==> config.mk <==
export PLATFORM = sky130hd
export DESIGN_NAME = decoder_scan_ctrl_flat
export DESIGN_NICKNAME = d
export VERILOG_FILES = /design/src/rtl/decoder_scan_ctrl_if.sv /design/src/rtl/decoder_scan_ctrl.sv /design/src/flat_wrapper.sv
export SDC_FILE = /design/constraint.sdc
export NUM_CORES = 1
export LEC_CHECK = 0
export BUFFER_PORTS_ARGS = -buffer_cell sky130_fd_sc_hd__buf_2
export CORE_ASPECT_RATIO = 1.1
export CORE_MARGIN = 2
export CORE_UTILIZATION = 56
export CTS_BUF_LIST = sky130_fd_sc_hd__clkbuf_16
export CTS_CLUSTER_DIAMETER = 80
export DETAILED_ROUTE_END_ITERATION = 10
export GPL_TIMING_DRIVEN = 0
export PLACE_DENSITY = 0.89
export SLEW_MARGIN = 20
export SYNTH_ARGS = -nofsm -noshare
export SYNTH_HDL_FRONTEND = slang
export SYNTH_SLANG_ARGS = --single-unit
export TNS_END_PERCENT = 10
==> constraint.sdc <==
create_clock -name clk -period 3.2 [get_ports clk]
set_input_delay 0.16 -clock clk [delete_from_list [all_inputs] [get_ports clk]]
set_output_delay 0.16 -clock clk [all_outputs]
set_load 0.01 [all_outputs]
==> src/rtl/decoder_scan_ctrl_if.sv <==
// decoder_scan_ctrl_if
//   Bundles the control and decoder-drive signals of decoder_scan_ctrl.
//   master: the issuing controller (drives start/stop/config, observes status).
//   slave : decoder_scan_ctrl itself.
//   Signals:
//     start, stop              1-cycle request pulses from the controller
//     first_addr, last_addr    scan range (ADDR_W)
//     dwell                    extra hold cycles per address (DWELL_W)
//     continuous               1 = repeat the range until stop
//     dec_en, dec_a            drive for the downstream 6-to-64 decoder
//     busy, done, wrap         scan status back to the controller
interface decoder_scan_ctrl_if #(
  parameter int ADDR_W  = 6,
  parameter int DWELL_W = 8
);
  logic               start;
  logic               stop;
  logic [ADDR_W-1:0]  first_addr;
  logic [ADDR_W-1:0]  last_addr;
  logic [DWELL_W-1:0] dwell;
  logic               continuous;
  logic               dec_en;
  logic [ADDR_W-1:0]  dec_a;
  logic               busy;
  logic               done;
  logic               wrap;

  modport master (
    output start, stop, first_addr, last_addr, dwell, continuous,
    input  dec_en, dec_a, busy, done, wrap
  );

  modport slave (
    input  start, stop, first_addr, last_addr, dwell, continuous,
    output dec_en, dec_a, busy, done, wrap
  );
endinterface

==> src/rtl/decoder_scan_ctrl.sv <==
// decoder_scan_ctrl
//   Sweeps a decoder select over [first_addr..last_addr] (up or down), holding
//   each address for dwell+1 cycles, in single-pass or continuous mode.
//   Ports:
//     clk      rising-edge clock
//     rst      synchronous, active-high reset
//     ctrl_if  decoder_scan_ctrl_if.slave (start/stop/config in, dec/status out)
//     state_o  current FSM state, for debug and checkers
//   Optional build macro: DECODER_SCAN_GAP_EN -- adds a one-cycle GAP state with
//     dec_en low between consecutive addresses (break-before-make).
//
//   Handshake: there is no ready. start is a 1-cycle pulse taken only in IDLE
//   with stop low; start+config are latched on that edge and busy rises on the
//   next cycle. stop is a 1-cycle pulse honoured in every non-IDLE state and
//   wins over start in IDLE. All outputs are registered.
module decoder_scan_ctrl #(
  parameter int ADDR_W  = 6,
  parameter int DWELL_W = 8
) (
  input  logic                clk,
  input  logic                rst,
  decoder_scan_ctrl_if.slave  ctrl_if,
  output logic [1:0]          state_o
);

`ifdef DECODER_SCAN_GAP_EN
  typedef enum logic [1:0] {IDLE = 2'd0, SCAN = 2'd1, DONE = 2'd2, GAP = 2'd3} state_t;
`else
  typedef enum logic [1:0] {IDLE = 2'd0, SCAN = 2'd1, DONE = 2'd2} state_t;
`endif

  state_t             state_q, state_d;
  logic [ADDR_W-1:0]  addr_q, addr_d;
  logic [DWELL_W-1:0] cnt_q, cnt_d;
  logic [ADDR_W-1:0]  first_q, first_d;
  logic [ADDR_W-1:0]  last_q, last_d;
  logic [DWELL_W-1:0] dwell_q, dwell_d;
  logic               cont_q, cont_d;
  logic               en_q, en_d;
  logic               busy_q, busy_d;
  logic               done_q, done_d;
  logic               wrap_q, wrap_d;
  logic               up;

  // Direction is implied by the latched range ends.
  assign up = (first_q <= last_q);

  always_comb begin
    state_d = state_q;
    addr_d  = addr_q;
    cnt_d   = cnt_q;
    first_d = first_q;
    last_d  = last_q;
    dwell_d = dwell_q;
    cont_d  = cont_q;
    en_d    = 1'b0;
    busy_d  = 1'b0;
    done_d  = 1'b0;
    wrap_d  = 1'b0;
    case (state_q)
      IDLE: begin
        if (ctrl_if.start && !ctrl_if.stop) begin
          first_d = ctrl_if.first_addr;
          last_d  = ctrl_if.last_addr;
          dwell_d = ctrl_if.dwell;
          cont_d  = ctrl_if.continuous;
          addr_d  = ctrl_if.first_addr;
          cnt_d   = ctrl_if.dwell;
          en_d    = 1'b1;
          busy_d  = 1'b1;
          state_d = SCAN;
        end
      end
      SCAN: begin
        if (ctrl_if.stop) begin
          state_d = IDLE;
        end else if (cnt_q != '0) begin
          cnt_d  = cnt_q - 1'b1;
          en_d   = 1'b1;
          busy_d = 1'b1;
        end else if (addr_q == last_q) begin
          if (cont_q) begin
            // Range reload: the only way the address ever jumps.
            addr_d = first_q;
            cnt_d  = dwell_q;
            busy_d = 1'b1;
            wrap_d = 1'b1;
`ifdef DECODER_SCAN_GAP_EN
            state_d = GAP;
`else
            en_d    = 1'b1;
`endif
          end else begin
            // dec_a keeps the last address through DONE and IDLE.
            state_d = DONE;
            done_d  = 1'b1;
          end
        end else begin
          addr_d = up ? addr_q + 1'b1 : addr_q - 1'b1;
          cnt_d  = dwell_q;
          busy_d = 1'b1;
`ifdef DECODER_SCAN_GAP_EN
          state_d = GAP;
`else
          en_d    = 1'b1;
`endif
        end
      end
`ifdef DECODER_SCAN_GAP_EN
      GAP: begin
        // Address already moved; the dwell count was reloaded on entry.
        if (ctrl_if.stop) begin
          state_d = IDLE;
        end else begin
          state_d = SCAN;
          en_d    = 1'b1;
          busy_d  = 1'b1;
        end
      end
`endif
      DONE: begin
        state_d = IDLE;
      end
      default: begin
        state_d = IDLE;
      end
    endcase
  end

  always_ff @(posedge clk) begin
    if (rst) begin
      state_q <= IDLE;
      addr_q  <= '0;
      cnt_q   <= '0;
      first_q <= '0;
      last_q  <= '0;
      dwell_q <= '0;
      cont_q  <= 1'b0;
      en_q    <= 1'b0;
      busy_q  <= 1'b0;
      done_q  <= 1'b0;
      wrap_q  <= 1'b0;
    end else begin
      state_q <= state_d;
      addr_q  <= addr_d;
      cnt_q   <= cnt_d;
      first_q <= first_d;
      last_q  <= last_d;
      dwell_q <= dwell_d;
      cont_q  <= cont_d;
      en_q    <= en_d;
      busy_q  <= busy_d;
      done_q  <= done_d;
      wrap_q  <= wrap_d;
    end
  end

  assign ctrl_if.dec_en = en_q;
  assign ctrl_if.dec_a  = addr_q;
  assign ctrl_if.busy   = busy_q;
  assign ctrl_if.done   = done_q;
  assign ctrl_if.wrap   = wrap_q;
  assign state_o        = state_q;

endmodule

==> src/flat_wrapper.sv <==
// flat-port wrapper written by rule: the top's interface ports become plain ports
module decoder_scan_ctrl_flat 
#(
  parameter int ADDR_W  = 6,
  parameter int DWELL_W = 8
)
  (clk, rst, state_o, ctrl_if_start, ctrl_if_stop, ctrl_if_first_addr, ctrl_if_last_addr, ctrl_if_dwell, ctrl_if_continuous, ctrl_if_dec_en, ctrl_if_dec_a, ctrl_if_busy, ctrl_if_done, ctrl_if_wrap);
  decoder_scan_ctrl_if #(.ADDR_W(ADDR_W), .DWELL_W(DWELL_W)) ctrl_if_i ();
  input  logic clk;
  input  logic rst;
  output logic [1:0] state_o;
  input wire logic [$bits(ctrl_if_i.start)-1:0] ctrl_if_start;
  input wire logic [$bits(ctrl_if_i.stop)-1:0] ctrl_if_stop;
  input wire logic [$bits(ctrl_if_i.first_addr)-1:0] ctrl_if_first_addr;
  input wire logic [$bits(ctrl_if_i.last_addr)-1:0] ctrl_if_last_addr;
  input wire logic [$bits(ctrl_if_i.dwell)-1:0] ctrl_if_dwell;
  input wire logic [$bits(ctrl_if_i.continuous)-1:0] ctrl_if_continuous;
  output wire logic [$bits(ctrl_if_i.dec_en)-1:0] ctrl_if_dec_en;
  output wire logic [$bits(ctrl_if_i.dec_a)-1:0] ctrl_if_dec_a;
  output wire logic [$bits(ctrl_if_i.busy)-1:0] ctrl_if_busy;
  output wire logic [$bits(ctrl_if_i.done)-1:0] ctrl_if_done;
  output wire logic [$bits(ctrl_if_i.wrap)-1:0] ctrl_if_wrap;
  assign ctrl_if_i.start = ctrl_if_start;
  assign ctrl_if_i.stop = ctrl_if_stop;
  assign ctrl_if_i.first_addr = ctrl_if_first_addr;
  assign ctrl_if_i.last_addr = ctrl_if_last_addr;
  assign ctrl_if_i.dwell = ctrl_if_dwell;
  assign ctrl_if_i.continuous = ctrl_if_continuous;
  assign ctrl_if_dec_en = ctrl_if_i.dec_en;
  assign ctrl_if_dec_a = ctrl_if_i.dec_a;
  assign ctrl_if_busy = ctrl_if_i.busy;
  assign ctrl_if_done = ctrl_if_i.done;
  assign ctrl_if_wrap = ctrl_if_i.wrap;
  decoder_scan_ctrl #(.ADDR_W(ADDR_W), .DWELL_W(DWELL_W)) u_core (.clk(clk), .rst(rst), .ctrl_if(ctrl_if_i), .state_o(state_o));
endmodule
# --- After elaboration in Yosys (flattened, before gate mapping) ---
# Cells that the tools add are included.
totals:
  wordCells: 62
  in_bits: 25
  reg_bits: 40
classes:
  eq_ne: 10
  n_bitwise: 2
  n_reduce_logical: 10
  n_mux: 26
  magnitude_cmp: 1
  n_addsub: 3
op_table:
  columns: ["operator", "n"]
  rows:
  - ["8-bit 2-to-1 mux", 5]
  - ["6-bit 2-to-1 mux", 6]
  - ["8-bit one-hot mux with 2 select lines", 1]
  - ["6-bit one-hot mux with 2 select lines", 1]
  - ["2-bit 2-to-1 mux", 5]
  - ["4-bit AND reduction", 2]
  - ["8-bit nonzero test", 1]
  - ["8-bit by 1-bit subtractor with 8-bit output (second input constant)", 1]
  - ["6-bit by 1-bit adder with 6-bit output (second input constant)", 1]
  - ["6-bit == test", 1]
  - ["6-bit less-or-equal comparator", 1]
  - ["1-bit 2-to-1 mux", 6]
  - ["3-bit by 2-bit inequality test with 1-bit output (second input constant)", 2]
  - ["3-bit inequality test (second input constant)", 2]
  - ["6-bit by 1-bit subtractor with 6-bit output (second input constant)", 1]
  - ["5-bit AND reduction", 1]
  - ["5-bit OR reduction", 1]
  - ["2-bit inequality test (second input constant)", 2]
  - ["4-bit by 2-bit inequality test with 1-bit output (second input constant)", 1]
  - ["2-bit one-hot mux with 2 select lines", 1]
  - ["2-bit by 1-bit == test with 1-bit output (second input constant)", 1]
  - ["2-bit logical NOT", 1]
  - ["2-bit by 1-bit inequality test with 1-bit output (second input constant)", 1]
  - ["1-bit NOT", 2]
  - ["other kinds (5)", 5]

# --- Depth between registers and ports, before layout ---
# Gate-level depths: netlist of run 1.
logic_depth:
  depth_word: 6
  mapped_depth: 13
  depth_no_buf: 13

# --- Least setup slack after synthesis of run 1 ---
# No wires, ideal clock.
synth_path:
  path_type: "flip-flop to flip-flop"
  start: "reg u_core.last_q[5]"
  end: "reg u_core.addr_q[4] (netlist: u_core.ctrl_if.dec_a[4])"
  path_buffers: 0
  required_time_ps: 3067
  arrival_time_ps: 2582
  setup_slack_ps: 486
  path_stages_with_launch: 13
  period_less_slack_ps: 2714
  cell_sequence: "dfxtp_1 -> inv_1 -> ha_1 -> nand4_1 -> o21bai_1 -> a31o_2 -> inv_1 -> ha_1 -> nor2b_1 -> o21a_1 -> or3_1 -> a311oi_1 -> o41ai_2"
synth_between:
  elab_chain_cells: 6
synth_rtl:
  columns: ["item", "line", "rtl"]
  rows:
  - ["start: declaration", "decoder_scan_ctrl.sv:36", "logic [ADDR_W-1:0] last_q, last_d;"]
  - ["start signal: assignment", "decoder_scan_ctrl.sv:148", "last_q <= last_d;"]
  - ["6-bit less-or-equal comparator", "decoder_scan_ctrl.sv:46", "assign up = (first_q <= last_q);"]
  - ["6-bit 2-to-1 mux", "decoder_scan_ctrl.sv:99", "addr_d = up ? addr_q + 1'b1 : addr_q - 1'b1;"]
  - ["6-bit 2-to-1 mux", "decoder_scan_ctrl.sv:81", "end else if (addr_q == last_q) begin"]
  - ["6-bit 2-to-1 mux", "decoder_scan_ctrl.sv:77", "end else if (cnt_q != '0) begin"]
  - ["6-bit 2-to-1 mux", "decoder_scan_ctrl.sv:75", "if (ctrl_if.stop) begin"]
  - ["6-bit one-hot mux with 2 select lines", "decoder_scan_ctrl.sv:60", "case (state_q)"]
  - ["end signal: assignment", "decoder_scan_ctrl.sv:145", "addr_q <= addr_d;"]
  - ["end: declaration", "decoder_scan_ctrl.sv:33", "logic [ADDR_W-1:0] addr_q, addr_d;"]
# Several ways; a longest one is shown, not always the timed one. The select of a mux whose other input is x is not followed.
# A chain may end at the register's enable or synchronous reset.

# --- Worst setup path in the final report of run 1 ---
layout_path:
  start: "reg u_core.last_q[5]"
  end: "reg u_core.addr_q[5] (netlist: u_core.ctrl_if.dec_a[5])"
# The elaborated chain is that of the path after synthesis.

==> metrics.txt, run 1 <==
result of the run completed; CTS Buf Count 5; main flop type after synthesis dfxtp_1; critical path data arrival time 3.24 ns; leakage component of the power 1.14 nW; number of setup violations in the final report 0; maximum number of pins on one net before global-route repair 13; global placement routability congestion 0.856; count of flip-flops with a built-in enable after synthesis 0; class of the most critical setup path register to register; synth top area cells dfxtp_1 36%, nand2_1 9.7%, a21oi_1 7.1%; setup fix buffers added after clock tree synthesis 0; upper clock frequency limit 323 MHz; HPWL Detailed 4.05 mm; number of clock sinks 40; top-count cell post-synth nand2_1; Final ANT Viol Nets 0; maximum clock skew at final layout 0.00582 ns; CP Capture Type register; overall routed net length 6.04 mm; synthesis warning total 0; Die Area 0.00455 mm2; vertical extent of the die 70.5 um; leading post-synthesis cells by instance count 58 x nand2_1, 40 x dfxtp_1, 32 x a21oi_1, 22 x nor2_1, 13 x inv_1; final clock period utilization by the worst path 96.8%; root cell of the clock tree clkbuf_16; vias in the first global route 2,036; effective utilization at floorplan 57.7%; wire length of the first global-routing pass 9.58 mm; crit path max fanout 4; final global-route overflow total 0; count of port buffers added during placement 36; filler instances 331; vias per cell 6.11; tightest slew margin relative to the limit 49.1%; startpoint types register; sequential fraction of the synthesis area 35.5%; initial antenna violation count 0; netlist area before placement 0.00225 mm2; post-route cell area 0.00267 mm2; fin. max-slew vios 0; net count of the mapped netlist 320; Final Critical Period 3.10 ns; worst-case vdd ir drop 0.304 mV; Slew @ Worst Pin 0.757 ns; # Max-Cap Violations 0; iteration-0 DRC count of the detailed router 252; Distinct cells, synth 50; overall die width 64.5 um; library cell with the largest summed area after synthesis dfxtp_1; number of cells after detailed placement 371; number of standard-cell rows in the floorplan 24; Avg Inst Size Synth 7.96 um2; FFs w/ async S/R, synth 0%; fraction of final layout cells sized beyond drive strength 1 18.3%; average routed wire per standard cell 15.9 um; total negative setup slack 0 ns; worst hold-check slack 0.112 ns; clock latency of the later-clocked register in the worst-skew pair 0.29 ns; total count of hold-check failures in the final report 0; Required @ worst endpoint 3.34 ns; total routing resource utilization after global routing 27.0%; first-pass iteration count of the detailed router 5; number of top-level pins 37; post-route DRC violation count 0; Util after Layout 68.5%; fraction of synthesized cell area taken by the top area cell type 35.5%; clock-pin slew of the registers on the worst-case setup and hold paths 0.06 ns; post-synthesis sequential element count 40; type of the tightest min-delay check primary input to register; CTS tree done; synth-to-layout area growth 18.6%; power density cells 570 mW/mm2; routed vias 2,317; post-layout instance count excluding filler cells 379; number of H-tree branching levels 2; Core Footprint 0.00390 mm2; area of placed instances 0.00250 mm2; antenna fix cells 0; synthesized instance count 283; maximum clock insertion buffer count 2; Final nets 363
-- report_power, final --
| part | total, mW | leakage, nW | switching [mW] | internal [mW] |
|---|---|---|---|---|
| Clock | 0.560 | 0.0789 | 0.198 | 0.362 |
| Combinational | 0.400 | 0.731 | 0.240 | 0.160 |
| Sequential | 0.562 | 0.327 | 0.0341 | 0.528 |
| Total | 1.52 | 1.14 | 0.472 | 1.05 |
-- metal layers --
| layer | wire length, um | vias to the layer above | part of all wire (%) | global-route usage, % |
|---|---|---|---|---|
| met5 | 0 | - | 0 | 0 |
| met4 | 172 | 0 | 2.8 | 12.5 |
| met3 | 433 | 20 | 7.2 | 4.77 |
| met2 | 2910 | 101 | 48 | 42.8 |
| met1 | 2520 | 1104 | 42 | 35.9 |
| li1 | - | 1092 | - | - |
-- layout make-up --
type	count	area, um2	area share (%)
inverters	13	48.8	1.83
well taps	52	65.1	2.43
repair buffers	36	180	6.74
plain buffers	16	76.3	2.86
clock buffers	5	125	4.68
flip-flops and latches	40	801	30.0
multi-input cells	214	1340	50.1
clock inverters	3	37.5	1.40
-- worst paths after layout --
| path | startpoint | end | slack (ns) | cells past startpoint |
|---|---|---|---|---|
| max | u_core.last_q[5] | u_core.ctrl_if.dec_a[5] | 0.10 | 13 |
| min reg2reg | u_core.dwell_q[1] | u_core.dwell_q[1] | 0.46 | 2 |
| max reg2reg | u_core.last_q[5] | u_core.ctrl_if.dec_a[5] | 0.10 | 13 |
| min | ctrl_if_last_addr[2] | u_core.last_q[2] | 0.11 | 3 |
-- cells in the final DEF (no fill, tap or decap), types with 3 or more instances in the layout --
cell        n
o21ai_0     8
o211ai_1    3
dfxtp_1    40
ha_1       11
a211oi_1    6
a211o_1     4
a21o_1      3
clkbuf_16   5
o21a_1      3
xor2_1      8
nor4_1      4
nand2_1    58
a311oi_1    5
buf_2      40
nor2b_1     5
a21oi_1    32
nor2_1     22
clkbuf_1   10
inv_1      13
-- flip-flops by register name (all words and copies together), names as in the netlist --
signal,count
u_core.cont_q,1
u_core.ctrl_if.dec_a,6
u_core.ctrl_if.dec_en,1
u_core.state_o,2
u_core.first_q,6
u_core.dwell_q,8
u_core.cnt_q,8
u_core.ctrl_if.done,1
u_core.last_q,6
u_core.ctrl_if.wrap,1
-- repair_timing --
item | CTS | global route
endpoints found under the setup margin | 0 | 2
gates resized for setup | 0 | 2
hold buffers | 0 | 0
-- stage by stage --
| step | setup WS, ns | total power [mW] |
|---|---|---|
| 3_3_place_gp | 0.250 | 0.934 |
| 6_report | 0.103 | 1.52 |
| 3_5_place_dp | 0.161 | 0.949 |
| 2_1_floorplan | 0.486 | 0.846 |
| 4_1_cts | 0.153 | 1.50 |
| 5_1_grt | -0.127 | 1.58 |
-- logic make-up after synthesis --
group	Yosys count	synth area share, %
xor gates and xnor gates	9	3.50
and+or+nand+nor	109	22.2
DFF	40	35.5
AOI/OAI and AO/OA	83	25.8
adders and majority gates	12	7.00
muxes	1	0.444
buffers and inverters	29	5.55
-- critical path: stages, from the launching register on --
cell	delay, ns
dfxtp_1	0.37
inv_1	0.06
ha_1	0.32
nand4_1	0.16
o21bai_1	0.24
a31o_2	0.28
inv_1	0.13
ha_1	0.30
o21ai_0	0.35
o21bai_1	0.12
a21o_1	0.20
a211o_1	0.26
nand3_1	0.09
a221oi_2	0.05
No activity file was read; power rests on OpenSTA's default activity.
==> run 2, diff against run 1 <==
--- a/config.mk
+++ b/config.mk
@@ -8,12 +8,12 @@
 export BUFFER_PORTS_ARGS = -buffer_cell sky130_fd_sc_hd__buf_2
 export CORE_ASPECT_RATIO = 1.1
 export CORE_MARGIN = 2
-export CORE_UTILIZATION = 56
-export CTS_BUF_LIST = sky130_fd_sc_hd__clkbuf_16
+export CORE_UTILIZATION = 58
+export CTS_BUF_LIST = sky130_fd_sc_hd__clkbuf_4 sky130_fd_sc_hd__clkbuf_8
 export CTS_CLUSTER_DIAMETER = 80
 export DETAILED_ROUTE_END_ITERATION = 10
 export GPL_TIMING_DRIVEN = 0
-export PLACE_DENSITY = 0.89
+export PLACE_DENSITY = 0.92
 export SLEW_MARGIN = 20
 export SYNTH_ARGS = -nofsm -noshare
 export SYNTH_HDL_FRONTEND = slang
==> run 2 against run 1 <==
- count of clock-buffer cells in the layout up 1
- combinational power about the same
- highest routed layer unchanged
- critical path type unchanged
- largest cell class unchanged
- sequential cell count unchanged
- non-clock buffer count unchanged
- critical path depth down 1
- sequential share of layout area up 0.69 points
==> metrics.txt, run 2 (synthesized netlist as in run 1, its figures left out) <==
effective utilization at floorplan 61.2%; filler instances 325; HPWL Detailed 4.16 mm; routed vias 2,259; class of the most critical setup path register to register; pre-CTS setup slack 0.179 ns; total negative setup slack 0 ns; root cell of the clock tree clkbuf_8; leakage component of the power 1.12 nW; type of the tightest min-delay check primary input to register; fraction of final layout cells sized beyond drive strength 1 18.7%; largest registers u_core.cnt_q: 8 flops, u_core.dwell_q: 8 flops; maximum clock insertion buffer count 2; Die Area 0.00440 mm2; CP Capture Type register; upper clock frequency limit 327 MHz; final global-route overflow total 0; number of standard-cell rows in the floorplan 23; Slew @ Worst Pin 0.744 ns; wire length of the first global-routing pass 9.40 mm; Final Critical Period 3.06 ns; initial antenna violation count 0; setup slack of the critical path after layout 0.137 ns; worst-case vdd ir drop 0.371 mV; global placement routability congestion 1.01; number of buffers added to fix hold violations after cts 0; number of H-tree branching levels 2; final clock period utilization by the worst path 95.7%; total routing resource utilization after global routing 26.9%; fin. max-slew vios 0; Critical Path, Cell by Cell inv_1 -> ha_1 -> nand4_1 -> o21bai_1 -> a31o_2 -> inv_1 -> ha_1 -> nor2b_1 -> o21a_1 -> or3_1 -> a311oi_1 -> o41ai_2; Util after Layout 70.9%; CTS tree done; first-pass iteration count of the detailed router 5; vias in the first global route 2,037; clock latency of the later-clocked register in the worst-skew pair 0.30 ns; Core Footprint 0.00368 mm2; tightest slew margin relative to the limit 50.0%; vias per cell 5.99; post-layout instance count excluding filler cells 377; power density cells 527 mW/mm2; antenna fix cells 0; result of the run completed; leading cell type in the layout, fill and taps excluded nand2_1; worst hold-check slack 0.0936 ns; CTS Buf Count 5; startpoint types register; average routed wire per standard cell 15.3 um; # Max-Cap Violations 0; maximum number of pins on one net before global-route repair 13; crit path max fanout 4; vertical extent of the die 69.4 um; largest incremental delay on the critical path 0.39 ns; number of top-level pins 37; Final nets 363; Final ANT Viol Nets 0; maximum clock skew at final layout 0.0108 ns; overall power after layout 1.38 mW; clock-pin slew of the registers on the worst-case setup and hold paths 0.07 ns; post-route cell area 0.00261 mm2; iteration-0 DRC count of the detailed router 215; count of port buffers added during placement 36; leading cell types in the layout, fill and taps excluded 58 x nand2_1, 40 x buf_2, 40 x dfxtp_1; area of placed instances 0.00250 mm2; number of setup violations in the final report 0; number of clock sinks 40; synth-to-layout area growth 15.9%; overall routed net length 5.76 mm; critical path data arrival time 3.22 ns; total count of hold-check failures in the final report 0; Max stage delay cell, worst path dfxtp_1; RSZ-0062 raised after global routing no; number of cells after detailed placement 369; post-route DRC violation count 0; Required @ worst endpoint 3.36 ns; setup fix buffers added after clock tree synthesis 0; overall die width 63.4 um
-- run 2: changes by cell type in the layout (fill, tap and decap cells not counted) --
cell       change
clkbuf_16      -5
clkbuf_8       +5
clkinv_1       -2
a311oi_1       +1
a311oi_2       -1
clkbuf_4       +1
clkinv_2       +1
o21ai_0        -1
o21ai_1        +1
-- run 2: timing repair --
item                       in CTS  in global routing
hold endpoints to repair        0                  0
setup endpoints to repair       0                  1
resized for setup               0                  2
-- run 2: final cells by class --
type / count / area (um2) / share of cell area [%]
sequential: 40 / 801 / 30.7
tap: 50 / 62.6 / 2.39
clock inverter: 2 / 35.0 / 1.34
clock buffer: 6 / 76.3 / 2.92
multi-input combinational: 214 / 1330 / 51.0
timing repair buffer: 36 / 180 / 6.90
inverter: 13 / 48.8 / 1.87
buffer: 16 / 76.3 / 2.92
-- run 2: routing by layer --
metal / up-vias / track usage [%] / wire, um
li1: 1094 / - / -
met1: 1010 / 35.0 / 2420
met2: 132 / 41.3 / 2610
met3: 23 / 7.14 / 547
met4: 0 / 12.8 / 172
met5: - / 0 / 0
-- run 2: final timing paths --
kind                        start                       to  slack [ns]  cells past startpoint
max              u_core.last_q[5]  u_core.ctrl_if.dec_a[4]        0.14                     12
max reg2reg      u_core.last_q[5]  u_core.ctrl_if.dec_a[4]        0.14                     12
min reg2reg     u_core.dwell_q[1]        u_core.dwell_q[1]        0.46                      2
min          ctrl_if_last_addr[5]         u_core.last_q[5]        0.09                      3
-- run 2: power breakdown --
group	leakage (nW)	switching, mW	internal (mW)	total, mW
clock network	0.0586	0.179	0.240	0.419
registers	0.327	0.0334	0.527	0.561
logic	0.730	0.238	0.160	0.398
-- run 2: critical path, delay by kind of cell (launching register included) --
family	cells	cell delay, ns
AO/OA/AOI/OAI	5	1.10
adder cells (fa/ha/maj)	2	0.63
buffers and inverters	2	0.19
flip-flops	1	0.39
AND/OR/NAND/NOR	3	0.61
==> run 3, diff against run 2 <==
--- a/config.mk
+++ b/config.mk
@@ -8,12 +8,12 @@
 export BUFFER_PORTS_ARGS = -buffer_cell sky130_fd_sc_hd__buf_2
 export CORE_ASPECT_RATIO = 1.1
 export CORE_MARGIN = 2
-export CORE_UTILIZATION = 58
+export CORE_UTILIZATION = 45
 export CTS_BUF_LIST = sky130_fd_sc_hd__clkbuf_4 sky130_fd_sc_hd__clkbuf_8
 export CTS_CLUSTER_DIAMETER = 80
 export DETAILED_ROUTE_END_ITERATION = 10
 export GPL_TIMING_DRIVEN = 0
-export PLACE_DENSITY = 0.92
+export PLACE_DENSITY = 0.76
 export SLEW_MARGIN = 20
 export SYNTH_ARGS = -nofsm -noshare
 export SYNTH_HDL_FRONTEND = slang
==> constraint.sdc (replaced) <==
create_clock -name clk -period 3.8 [get_ports clk]
set_input_delay 0.19 -clock clk [delete_from_list [all_inputs] [get_ports clk]]
set_output_delay 0.19 -clock clk [all_outputs]
set_load 0.01 [all_outputs]
==> run 3 against run 2 <==
- sequential power is 16% lower
- non-clock buffer count unchanged
- power down 22%
- register-to-register slack better by 0.58 ns
- critical endpoint unchanged
- largest power group unchanged
- highest routed layer unchanged
==> metrics.txt, run 3 (synthesized netlist as in run 1, its figures left out) <==
total negative setup slack 0 ns; maximum clock skew at final layout 0.00527 ns; worst-case vdd ir drop 0.144 mV; Final nets 363; post-cts sizing count 0; leading cell types in the layout, fill and taps excluded 58 x nand2_1, 40 x buf_2, 40 x dfxtp_1; number of top-level pins 37; number of cells after detailed placement 377; global placement routability congestion 0.873; Max stage delay cell, worst path dfxtp_1; Die Area 0.00559 mm2; post-layout instance count excluding filler cells 384; type of the tightest min-delay check primary input to register; maximum clock insertion buffer count 2; total count of hold-check failures in the final report 0; initial antenna violation count 0; overall power after layout 1.07 mW; CTS Buf Count 5; worst hold-check slack 0.126 ns; clock latency of the later-clocked register in the worst-skew pair 0.30 ns; Worst Hold Path EP u_core.last_q[1]; fraction of final layout cells sized beyond drive strength 1 18.1%; tightest slew margin relative to the limit 52.6%; RSZ-0062 raised after global routing no; leading cell type in the layout, fill and taps excluded nand2_1; Core Footprint 0.00493 mm2; final global-route overflow total 0; antenna fix cells 0; root cell of the clock tree clkbuf_8; number of standard-cell rows in the floorplan 27; number of buffers added to fix hold violations after cts 0; number of clock sinks 40; Slew @ Worst Pin 0.705 ns; critical register-to-register path endpoint u_core.ctrl_if.dec_a[4]; synth-to-layout area growth 14.8%; count of port buffers added during placement 36; overall die width 71.5 um; wire length of the first global-routing pass 9.33 mm; number of H-tree branching levels 2; CP Capture Type register; vertical extent of the die 78.2 um; post-route DRC violation count 0; largest incremental delay on the critical path 0.39 ns; critical path data arrival time 3.26 ns; result of the run completed; CTS tree done; power density cells 415 mW/mm2; vias in the first global route 1,968; number of setup violations in the final report 0; crit path max fanout 4; Final ANT Viol Nets 0; clock-pin slew of the registers on the worst-case setup and hold paths 0.08 ns; first-pass iteration count of the detailed router 4; FF-to-FF setup slack 0.71 ns; HPWL Detailed 4.25 mm; maximum number of pins on one net before global-route repair 13; Final Critical Period 3.09 ns; worst flop-to-flop path startpoint u_core.last_q[5]; # Max-Cap Violations 0; source of the worst hold timing path ctrl_if_last_addr[1]; average routed wire per standard cell 14.7 um; Min-Delay Path Depth 3; setup fix buffers added after clock tree synthesis 0; final clock period utilization by the worst path 81.2%; largest registers u_core.cnt_q: 8 flops, u_core.dwell_q: 8 flops; Critical Path, Cell by Cell inv_1 -> ha_1 -> nand4_1 -> o21bai_1 -> a31o_2 -> inv_1 -> ha_1 -> nor2b_1 -> o21a_1 -> or3_1 -> a311oi_1 -> o41ai_2; fin. max-slew vios 0; iteration-0 DRC count of the detailed router 138; startpoint types register; leakage component of the power 1.10 nW; overall routed net length 5.63 mm; vias per cell 5.53; routed vias 2,122; Required @ worst endpoint 3.97 ns; class of the most critical setup path register to register; Register-to-Register Path Depth 12; effective utilization at floorplan 45.7%; total routing resource utilization after global routing 21.1%; upper clock frequency limit 324 MHz
==> run 3: critical path, delay by kind of cell, from the launching register on <==
family | cells | cell delay (ns)
buf+inv | 2 | 0.19
fa+ha+maj | 2 | 0.61
simple gates | 3 | 0.61
flops | 1 | 0.39
compound gates | 5 | 1.16
==> run 3: area by class of cell <==
type / count / area, um2
timing repair buffer: 36 / 180
fill: 499 / 2340
multi-input combinational: 214 / 1330
clock inverter: 2 / 12.5
sequential: 40 / 801
buffer: 16 / 76.3
inverter: 13 / 48.8
tap: 58 / 72.6
clock buffer: 5 / 68.8
==> run 3: report_power, final <==
| part | switching (mW) | internal, mW |
|---|---|---|
| sequential | 0.0274 | 0.444 |
| clock | 0.157 | 0.125 |
| combinational | 0.189 | 0.132 |
==> run 3: how the worst max path moves through the flow <==
stage,endpoint,startpoint
final,u_core.ctrl_if.dec_a[4],u_core.last_q[5]
after global routing,u_core.ctrl_if.dec_a[4],u_core.last_q[4]
after CTS,u_core.ctrl_if.dec_a[4],u_core.last_q[5]
after detailed placement,u_core.ctrl_if.dec_a[4],u_core.last_q[5]
after global placement,u_core.ctrl_if.dec_a[4],u_core.last_q[5]
after floorplan,u_core.ctrl_if.dec_a[4],u_core.last_q[5]
==> run 3: stage by stage <==
stage / cell area [um2] / setup WS [ns] / utilization (%)
finish: 2590 / 0.713 / 52.5
global route: 2590 / 0.528 / 52.5
CTS: 2590 / 0.747 / 52.5
detailed placement: 2510 / 0.765 / 50.8
global placement: 2510 / 0.842 / 50.8
floorplan: 2250 / 1.09 / -
==> run 3: routing by layer <==
metal | up-vias | wire length, um | global-route usage, % | part of all wire, %
met5 | - | 0 | 0 | 0
met1 | 969 | 2640 | 28.4 | 47
met4 | 0 | 93 | 8.68 | 1.7
met2 | 53 | 2630 | 33.1 | 47
li1 | 1090 | - | - | -
met3 | 10 | 266 | 3.72 | 4.7
